[src/rtl/regfile_ir_seq_pkg.sv]
// regfile_ir_seq_pkg: shared defaults, load FSM encodings and ld_len width rule
package regfile_ir_seq_pkg;
  localparam int DEF_DATA_WIDTH = 16;
  localparam int DEF_ADDR_WIDTH = 4;
  localparam logic [0:0] ST_IDLE = 1'b0;
  localparam logic [0:0] ST_LOAD = 1'b1;
  // ld_len must encode 2**aw itself, so it needs one bit more than an address
  function automatic int len_width(input int aw);
    return aw + 1;
  endfunction
endpackage

[src/rtl/regfile_ir_mem.sv]
// regfile_ir_mem: one-write, two-registered-read storage with per-port write bypass
module regfile_ir_mem #(
  parameter int DATA_WIDTH = 16,
  parameter int ADDR_WIDTH = 4,
  parameter bit RESET_CLEAR = 1'b1
) (
  input  logic                  clk,
  input  logic                  rst,
  input  logic                  we,
  input  logic [ADDR_WIDTH-1:0] wa,
  input  logic [DATA_WIDTH-1:0] wd,
  input  logic [ADDR_WIDTH-1:0] rd_addr,
  output logic [DATA_WIDTH-1:0] rd_data,
  input  logic                  fe_en,
  input  logic [ADDR_WIDTH-1:0] fe_addr,
  output logic [DATA_WIDTH-1:0] fe_data
);
  logic [DATA_WIDTH-1:0] mem [2**ADDR_WIDTH];
  // storage write; reset clearing is optional so large arrays can map to RAM
  always_ff @(posedge clk)
    if (rst && RESET_CLEAR)
      for (int i = 0; i < 2**ADDR_WIDTH; i++) mem[i] <= '0;
    else if (we)
      mem[wa] <= wd;
  // registered read ports; a same-cycle write to the read address forwards its data
  always_ff @(posedge clk)
    if (rst) begin
      rd_data <= '0;
      fe_data <= '0;
    end else begin
      rd_data <= (we && wa == rd_addr) ? wd : mem[rd_addr];
      if (fe_en) fe_data <= (we && wa == fe_addr) ? wd : mem[fe_addr];
    end
endmodule

[src/rtl/regfile_ir_seq.sv]
// regfile_ir_seq: instruction register file with burst loader, sequential fetch and random read
module regfile_ir_seq
  import regfile_ir_seq_pkg::*;
#(
  parameter int DATA_WIDTH = DEF_DATA_WIDTH,
  parameter int ADDR_WIDTH = DEF_ADDR_WIDTH,
  parameter bit RESET_CLEAR = 1'b1
) (
  input  logic                              clk,
  input  logic                              rst,
  input  logic                              wr_en,
  input  logic [ADDR_WIDTH-1:0]             wr_addr,
  input  logic [DATA_WIDTH-1:0]             wr_data,
  input  logic [ADDR_WIDTH-1:0]             rd_addr,
  output logic [DATA_WIDTH-1:0]             rd_data,
  input  logic                              ld_start,
  input  logic [ADDR_WIDTH-1:0]             ld_base,
  input  logic [len_width(ADDR_WIDTH)-1:0]  ld_len,
  input  logic                              ld_valid,
  input  logic [DATA_WIDTH-1:0]             ld_data,
  output logic                              ld_ready,
  output logic                              ld_done,
  output logic                              busy,
  output logic                              wr_drop,
  input  logic                              fe_req,
  input  logic                              fe_jump,
  input  logic [ADDR_WIDTH-1:0]             fe_target,
  output logic                              fe_valid,
  output logic [DATA_WIDTH-1:0]             fe_data,
  output logic [ADDR_WIDTH-1:0]             fe_pc
);
  localparam int LW = len_width(ADDR_WIDTH);
  logic [0:0]            state;
  logic [ADDR_WIDTH-1:0] ptr;
  logic [LW-1:0]         remain;
  logic                  beat, last, we, fe_en;
  logic [ADDR_WIDTH-1:0] wa, fa;
  logic [DATA_WIDTH-1:0] wd;
  assign busy = state == ST_LOAD;
  assign ld_ready = busy;
  // write-port arbitration: load beats own the port in LOAD, random writes in IDLE
  always_comb begin
    beat = busy && ld_valid;
    last = beat && remain == LW'(1);
    we = !rst && (beat || (!busy && wr_en));
    wa = beat ? ptr : wr_addr;
    wd = beat ? ld_data : wr_data;
    fe_en = !rst && !busy && fe_req;
    fa = fe_jump ? fe_target : fe_pc;
  end
  // burst-load FSM with beat pointer, remaining count, done and drop pulses
  always_ff @(posedge clk)
    if (rst) begin
      state <= ST_IDLE;
      ptr <= '0;
      remain <= '0;
      ld_done <= 1'b0;
      wr_drop <= 1'b0;
    end else begin
      ld_done <= last;
      wr_drop <= busy && wr_en;
      if (!busy && ld_start && ld_len != '0) begin
        state <= ST_LOAD;
        ptr <= ld_base;
        remain <= ld_len;
      end else if (beat) begin
        ptr <= ptr + 1'b1;
        remain <= remain - 1'b1;
        if (last) state <= ST_IDLE;
      end
    end
  // fetch PC: advance past the fetched word, or redirect on a jump even while busy
  always_ff @(posedge clk)
    if (rst) begin
      fe_valid <= 1'b0;
      fe_pc <= '0;
    end else begin
      fe_valid <= fe_en;
      fe_pc <= fe_en ? fa + 1'b1 : fe_jump ? fe_target : fe_pc;
    end
  regfile_ir_mem #(
    .DATA_WIDTH(DATA_WIDTH),
    .ADDR_WIDTH(ADDR_WIDTH),
    .RESET_CLEAR(RESET_CLEAR)
  ) u_mem (
    .clk(clk),
    .rst(rst),
    .we(we),
    .wa(wa),
    .wd(wd),
    .rd_addr(rd_addr),
    .rd_data(rd_data),
    .fe_en(fe_en),
    .fe_addr(fa),
    .fe_data(fe_data)
  );
endmodule

[config.mk]
export PLATFORM = sky130hd
export DESIGN_NAME = regfile_ir_seq
export DESIGN_NICKNAME = d
export VERILOG_FILES = /design/src/rtl/regfile_ir_seq_pkg.sv /design/src/rtl/regfile_ir_mem.sv /design/src/rtl/regfile_ir_seq.sv
export SDC_FILE = /design/constraint.sdc
export NUM_CORES = 1
export LEC_CHECK = 0
export ABC_CLOCK_PERIOD_IN_PS = 3250
export CORE_MARGIN = 3
export CORE_UTILIZATION = 60
export DETAILED_ROUTE_END_ITERATION = 8
export GPL_ROUTABILITY_DRIVEN = 0
export PLACE_DENSITY = 0.82
export SKIP_CTS_REPAIR_TIMING = 1
export SLEW_MARGIN = 15
export SYNTH_ARGS = -nofsm -noshare
export SYNTH_HDL_FRONTEND = slang
export SYNTH_SLANG_ARGS = --single-unit
[constraint.sdc]
create_clock -name clk -period 3.25 [get_ports clk]
set_clock_uncertainty 0.15 [all_clocks]
set_input_delay 0.65 -clock clk [delete_from_list [all_inputs] [get_ports clk]]
set_output_delay 0.65 -clock clk [all_outputs]
set_load 0.01 [all_outputs]
# ---- Word-level counts from Yosys, hierarchy flattened
# Memories as Yosys holds them, arrays and structs flattened. A register that Yosys moved wholly into a read port is not among the register bits.
# Cells that the tools add are included.
dict set report op_classes {
  add_sub_neg 3
  n_eq_ne 1
  n_mux 19
  reduce_logical 17
}
# operator count
set ops {}
lappend ops {{$mux W16} 2}
lappend ops {{$mux W4} 6}
lappend ops {{$reduce_or A16 Y1} 1}
lappend ops {{$mux W5} 2}
lappend ops {{$logic_and A1 B1 Y1} 9}
lappend ops {{$mux W1} 9}
lappend ops {{$add A4 B1 Y4 const B} 2}
lappend ops {{$eq A5 B1 Y1 const B} 1}
lappend ops {{$reduce_bool A5 Y1} 1}
lappend ops {{$sub A5 B1 Y5 const B} 1}
lappend ops {{$reduce_bool A2 Y1} 2}
lappend ops {{$logic_not A1 Y1} 2}
lappend ops {{$reduce_and A2 Y1} 1}
lappend ops {{$logic_or A1 B1 Y1} 1}
dict set report totals {
  ff_bits 17
  mem_bits_rw 256
  inputBits 60
  output_inout_bits 41
  word_cells 48
  memories 1
}
# memory depth word_bits read_ports rd_ports_with_merged_regs wr line_no
set memory_table {}
lappend memory_table {u_mem.mem 16 16 2 2 16 regfile_ir_mem.sv:18} ;# logic [DATA_WIDTH-1:0] mem [2**ADDR_WIDTH];

# ---- Longest topological paths before layout
dict set report depth {
  depth_word 9
  ltp_mapped 10
}

# ---- Cells and area by module
# Synthesis repeated with hierarchy kept, for this count alone.
dict set report unflattened {
  cells_unflattened 1146
  area_unflattened_um2 15916.5
}
# module instances cells_each area_each_um2
set by_module_without_submodules {}
lappend by_module_without_submodules {regfile_ir_mem 1 981 14750.4}
lappend by_module_without_submodules {regfile_ir_seq 1 165 1166.1}

# ---- Worst setup path after synthesis
# Ideal clock, no wire load.
dict set report synth_path {
  kind {input -> register}
  start {in ld_valid}
  end {mem u_mem.mem[6][0], enable pin}
  arrival_time_ns 2.376
  required_time_ns 2.736
  setup_slack_ns 0.360
  stages 9
  path_cell_list {buf_2 a21bo_2 and2_1 buf_2 nor2b_1 clkbuf_1 nand2_1 clkbuf_1 nand2_1}
}
# item line_no
set synth_lines {}
lappend synth_lines {{from (decl)} regfile_ir_seq.sv:19} ;# input logic ld_valid,
lappend synth_lines {{to (decl)} regfile_ir_mem.sv:18}

# ---- Worst setup path after layout
dict set report layout_path {
  start {in fe_jump}
  end {reg u_mem.fe_data[7] (read register of u_mem.mem)}
}
dict set report layout_between {
  elab_chain_len 1
}
# item line_no
set layout_rtl {}
lappend layout_rtl {{from (decl)} regfile_ir_seq.sv:26} ;# input logic fe_jump,
lappend layout_rtl {{$mux W4} --}
lappend layout_rtl {{to (decl)} regfile_ir_mem.sv:16} ;# output logic [DATA_WIDTH-1:0] fe_data
# Every way passes these cells.
# A chain may end at the register's enable or synchronous reset.

==> impl_metrics.prom <==
# TYPE chip_impl_metric gauge
chip_impl_info{name="run_status",value="completed"} 1
chip_impl_metric{name="timing.max_cap.violations",unit=""} 0
chip_impl_info{name="timing.setup.critical_path_class",value="primary input to flip-flop"} 1
chip_impl_metric{name="detail_route.vias_per_cell",unit=""} 6.94
chip_impl_metric{name="power_density",unit="mW/mm²"} 524
chip_impl_metric{name="dp.final_hpwl",unit="µm"} 34900
chip_impl_metric{name="clkTransAtPathRegs",unit="ns"} 0.06
chip_impl_metric{name="grt_first_pass_wirelength",unit="µm"} 75700
chip_impl_metric{name="layout_setup_ws",unit="ns"} 0.234
chip_impl_info{name="critical_path.top_delay_family",value="buffers and inverters"} 1
chip_impl_metric{name="drv_slew",unit=""} 0
chip_impl_metric{name="ff2ff_setup_slack",unit="ns"} 0.49
chip_impl_metric{name="finalHoldViolations",unit=""} 0
chip_impl_info{name="timing.critical_path.from_type",value="primary input"} 1
chip_impl_info{name="worstSetupEndpointType",value="flip-flop"} 1
chip_impl_metric{name="finalCriticalPeriod",unit="ns"} 3.02
chip_impl_metric{name="final_antenna_violating_net_count",unit=""} 0
chip_impl_metric{name="gr-usage-all-layers",unit=""} 0.353
chip_impl_metric{name="layout.core_utilization",unit=""} 0.751
chip_impl_info{name="yosys-top-cells-area",value="sky130_fd_sc_hd__edfxtp_1, sky130_fd_sc_hd__mux4_2, sky130_fd_sc_hd__nor2_1"} 1
chip_impl_metric{name="combined_buffer_and_inverter_count_along_the_critical_path",unit=""} 4
chip_impl_metric{name="first_pass_iters",unit=""} 6
chip_impl_metric{name="critical_path_depth",unit=""} 10
chip_impl_info{name="synth_top_cells_by_count",value="sky130_fd_sc_hd__nor2_1, sky130_fd_sc_hd__edfxtp_1, sky130_fd_sc_hd__nand2_1"} 1
chip_impl_metric{name="flops_latches_synth",unit=""} 305
chip_impl_metric{name="syn-mean-instance-area",unit="µm²"} 11.6
chip_impl_info{name="yosys.cell_count.top_type",value="sky130_fd_sc_hd__nor2_1"} 1
chip_impl_info{name="crit_end",value="u_mem.fe_data[7]"} 1
chip_impl_metric{name="timing.reg2reg.worst_path_depth",unit=""} 7
chip_impl_info{name="path_cells",value="clkdlybuf4s50_1, buf_4, mux2i_4, buf_12, buf_12, nor2b_1, a211oi_1, o21ai_0, a221oi_1, a221oi_1"} 1
chip_impl_metric{name="cp_max_fo",unit=""} 22
chip_impl_metric{name="max-vdd-ir-drop",unit="V"} 0.000524
chip_impl_metric{name="worstMarginPinSlew",unit="ns"} 0.951
chip_impl_info{name="cts_tree",value="done"} 1
chip_impl_info{name="worstSetupStartpoint",value="fe_jump"} 1
chip_impl_metric{name="timing.critical_path.arrival",unit="ns"} 3.25
chip_impl_info{name="crit_path_max_delay_cell_type",value="sky130_fd_sc_hd__clkdlybuf4s50_1"} 1
chip_impl_metric{name="design.final.nets",unit=""} 1584
chip_impl_info{name="synth_area_leader",value="sky130_fd_sc_hd__edfxtp_1"} 1
chip_impl_metric{name="fp.coreArea",unit="mm²"} 0.0256
chip_impl_metric{name="netlist_area",unit="mm²"} 0.0159
chip_impl_metric{name="grt_antenna_before_repair",unit=""} 5
chip_impl_metric{name="io_buffer_count",unit=""} 100
chip_impl_metric{name="area.sequential",unit="mm²"} 0.00867
chip_impl_metric{name="synth_edf_count",unit=""} 256
chip_impl_info{name="timing.rr.start",value="busy"} 1
chip_impl_metric{name="setup_viol",unit=""} 0
chip_impl_info{name="clk_root_buffer_cell",value="sky130_fd_sc_hd__clkbuf_16"} 1
chip_impl_metric{name="worstSkewPairLatency",unit="ns"} 0.53
chip_impl_info{name="timing.rr.end",value="u_mem.fe_data[9]"} 1
chip_impl_metric{name="top_level_ports",unit=""} 101
chip_impl_metric{name="seq_total_area_yosys",unit=""} 0.546
chip_impl_metric{name="drt-wirelength-per-cell",unit="µm"} 27.0
chip_impl_metric{name="yosysWarnings",unit=""} 0
chip_impl_metric{name="dieWidth",unit="µm"} 169
chip_impl_info{name="synth-main-ff-cell",value="sky130_fd_sc_hd__edfxtp_1"} 1
chip_impl_info{name="min_path_type",value="flip-flop to flip-flop"} 1
chip_impl_metric{name="period_share",unit=""} 0.928
chip_impl_metric{name="postSynthNetCount",unit=""} 1438
chip_impl_metric{name="final_layout_size_suffix_gt1_frac",unit=""} 0.177
chip_impl_metric{name="drt_drc_violations_left",unit=""} 0
chip_impl_metric{name="h_tree_levels",unit=""} 2
chip_impl_metric{name="data_required_time_at_the_worst_endpoint",unit="ns"} 3.48
chip_impl_metric{name="clk_path_buf_depth",unit=""} 3
chip_impl_metric{name="syn_to_final_growth",unit="%"} 21.0
chip_impl_metric{name="cts_made_buffers",unit=""} 34
chip_impl_metric{name="design_power_total",unit="mW"} 10.1
chip_impl_metric{name="dpl-instance-area",unit="mm²"} 0.0181
chip_impl_metric{name="pre_cts_slack",unit="ns"} -0.190
chip_impl_metric{name="filler_cell_count",unit=""} 1542
chip_impl_metric{name="starting_density_of_the_core",unit=""} 0.620
chip_impl_metric{name="chip_height",unit="µm"} 169
chip_impl_metric{name="drt-initial-drc-count",unit=""} 2120
chip_impl_metric{name="die_area",unit="mm²"} 0.0285
chip_impl_metric{name="grt_start_max_net_pins",unit=""} 51
chip_impl_metric{name="rows",unit=""} 58
chip_impl_metric{name="clock_sinks",unit=""} 305
chip_impl_metric{name="overflow",unit=""} 0
chip_impl_metric{name="worstHoldPathCells",unit=""} 2
chip_impl_metric{name="first_global_vias",unit=""} 12900
chip_impl_metric{name="whs",unit="ns"} 0.376
chip_impl_metric{name="maxSlewHeadroom",unit=""} 0.364
chip_impl_metric{name="synth.distinct_cells",unit=""} 52
chip_impl_metric{name="multiInputGateArea",unit="mm²"} 0.00665
chip_impl_metric{name="num_vias",unit=""} 13000
chip_impl_metric{name="fmaxAchievable",unit="GHz"} 0.332
chip_impl_metric{name="postSynth.asyncResetShare",unit=""} 0
chip_impl_metric{name="worst_path_largest_cell_delay",unit="ns"} 0.56
chip_impl_info{name="setup_repair_after_global_routing_missed_its_margin",value="false"} 1
chip_impl_metric{name="syn-instance-count",unit=""} 1374
chip_impl_metric{name="post-synth-top-area-fraction",unit=""} 0.484
chip_impl_metric{name="final_area",unit="mm²"} 0.0192
chip_impl_metric{name="detail_route.wirelength",unit="µm"} 50600
chip_impl_metric{name="total_leakage_power",unit="nW"} 7.21
==> logic make-up (layout without fill, tap and decap cells) <==
family	after synthesis	after routing	synth area share
other	0	1	0
XOR/XNOR	10	10	0.00551
multiplexers	166	166	0.169
AO/OA/AOI/OAI	214	214	0.0948
adder cells (fa/ha/maj)	4	4	0.00315
flip-flops	305	305	0.546
AND/OR/NAND/NOR	529	529	0.144
buffers and inverters	146	317	0.0379
==> state kept, by name, indices dropped and copies added, names as in the netlist <==
name	flops
u_mem.fe_data	16
fe_valid	1
remain	5
ptr	4
fe_pc	4
u_mem.rd_data	16
busy	1
ld_done	1
u_mem.mem	256
wr_drop	1
==> report_power, final <==
part | internal [mW] | switching (mW) | leakage (nW) | total, mW
combinational | 0.730 | 0.945 | 3.63 | 1.68
sequential | 4.44 | 0.149 | 3.04 | 4.59
clock | 2.29 | 1.52 | 0.542 | 3.81
total | 7.46 | 2.62 | 7.21 | 10.1
==> per-stage QoR <==
step,setup TNS (ns),cells
2_1_floorplan,0,1374
3_3_place_gp,-0.180,1814
3_5_place_dp,-0.856,1814
4_1_cts,0,1875
5_1_grt,0,1875
6_report,0,1876
==> routing by layer <==
metal | global-route usage | vias up | wire length (µm)
met3 | 0.114 | 235 | 7720
met2 | 0.563 | 1169 | 23700
met5 | 0 | - | 39
met1 | 0.440 | 6239 | 16700
li1 | - | 5369 | -
met4 | 0.168 | 6 | 2460
==> layout by cell type, fill, tap and decap left out, drive strengths merged, types with 15 or more instances in the layout <==
cell / instances
a211oi: 51
a21oi: 47
a221oi: 35
and3: 15
buf: 130
clkbuf: 48
clkdlybuf4s50: 98
dfxtp: 49
edfxtp: 256
inv: 28
mux2i: 86
mux4: 80
nand2: 111
nor2: 308
nor2b: 54
o21ai: 28
==> worst reg2reg max path, stage by stage, from the launching register on <==
cell	delay [ns]
sky130_fd_sc_hd__dfxtp_1	0.61
sky130_fd_sc_hd__nand3_1	0.25
sky130_fd_sc_hd__and2_1	0.32
sky130_fd_sc_hd__xnor2_1	0.21
sky130_fd_sc_hd__nor4_4	0.37
sky130_fd_sc_hd__buf_4	0.25
sky130_fd_sc_hd__a221oi_1	0.09
sky130_fd_sc_hd__a221oi_1	0.39
==> worst min path at each step <==
stage	from	slack (ns)	to
global placement	ptr[3]	0.30	ptr[3]
CTS	ptr[3]	0.36	ptr[3]
global route	remain[1]	0.39	remain[1]
floorplan	ptr[3]	0.29	ptr[3]
finish	remain[1]	0.38	remain[1]
detailed placement	ptr[3]	0.33	ptr[3]
==> layout make-up <==
cell class,instances,share of cell area
Inverter,28,0.00547
Antenna cell,1,0.000130
Timing Repair Buffer,228,0.119
Multi-Input combinational cell,923,0.346
Tap cell,330,0.0215
Sequential cell,305,0.451
Clock inverter,13,0.00735
Clock buffer,48,0.0497
Power figures use the tool's default switching activity.
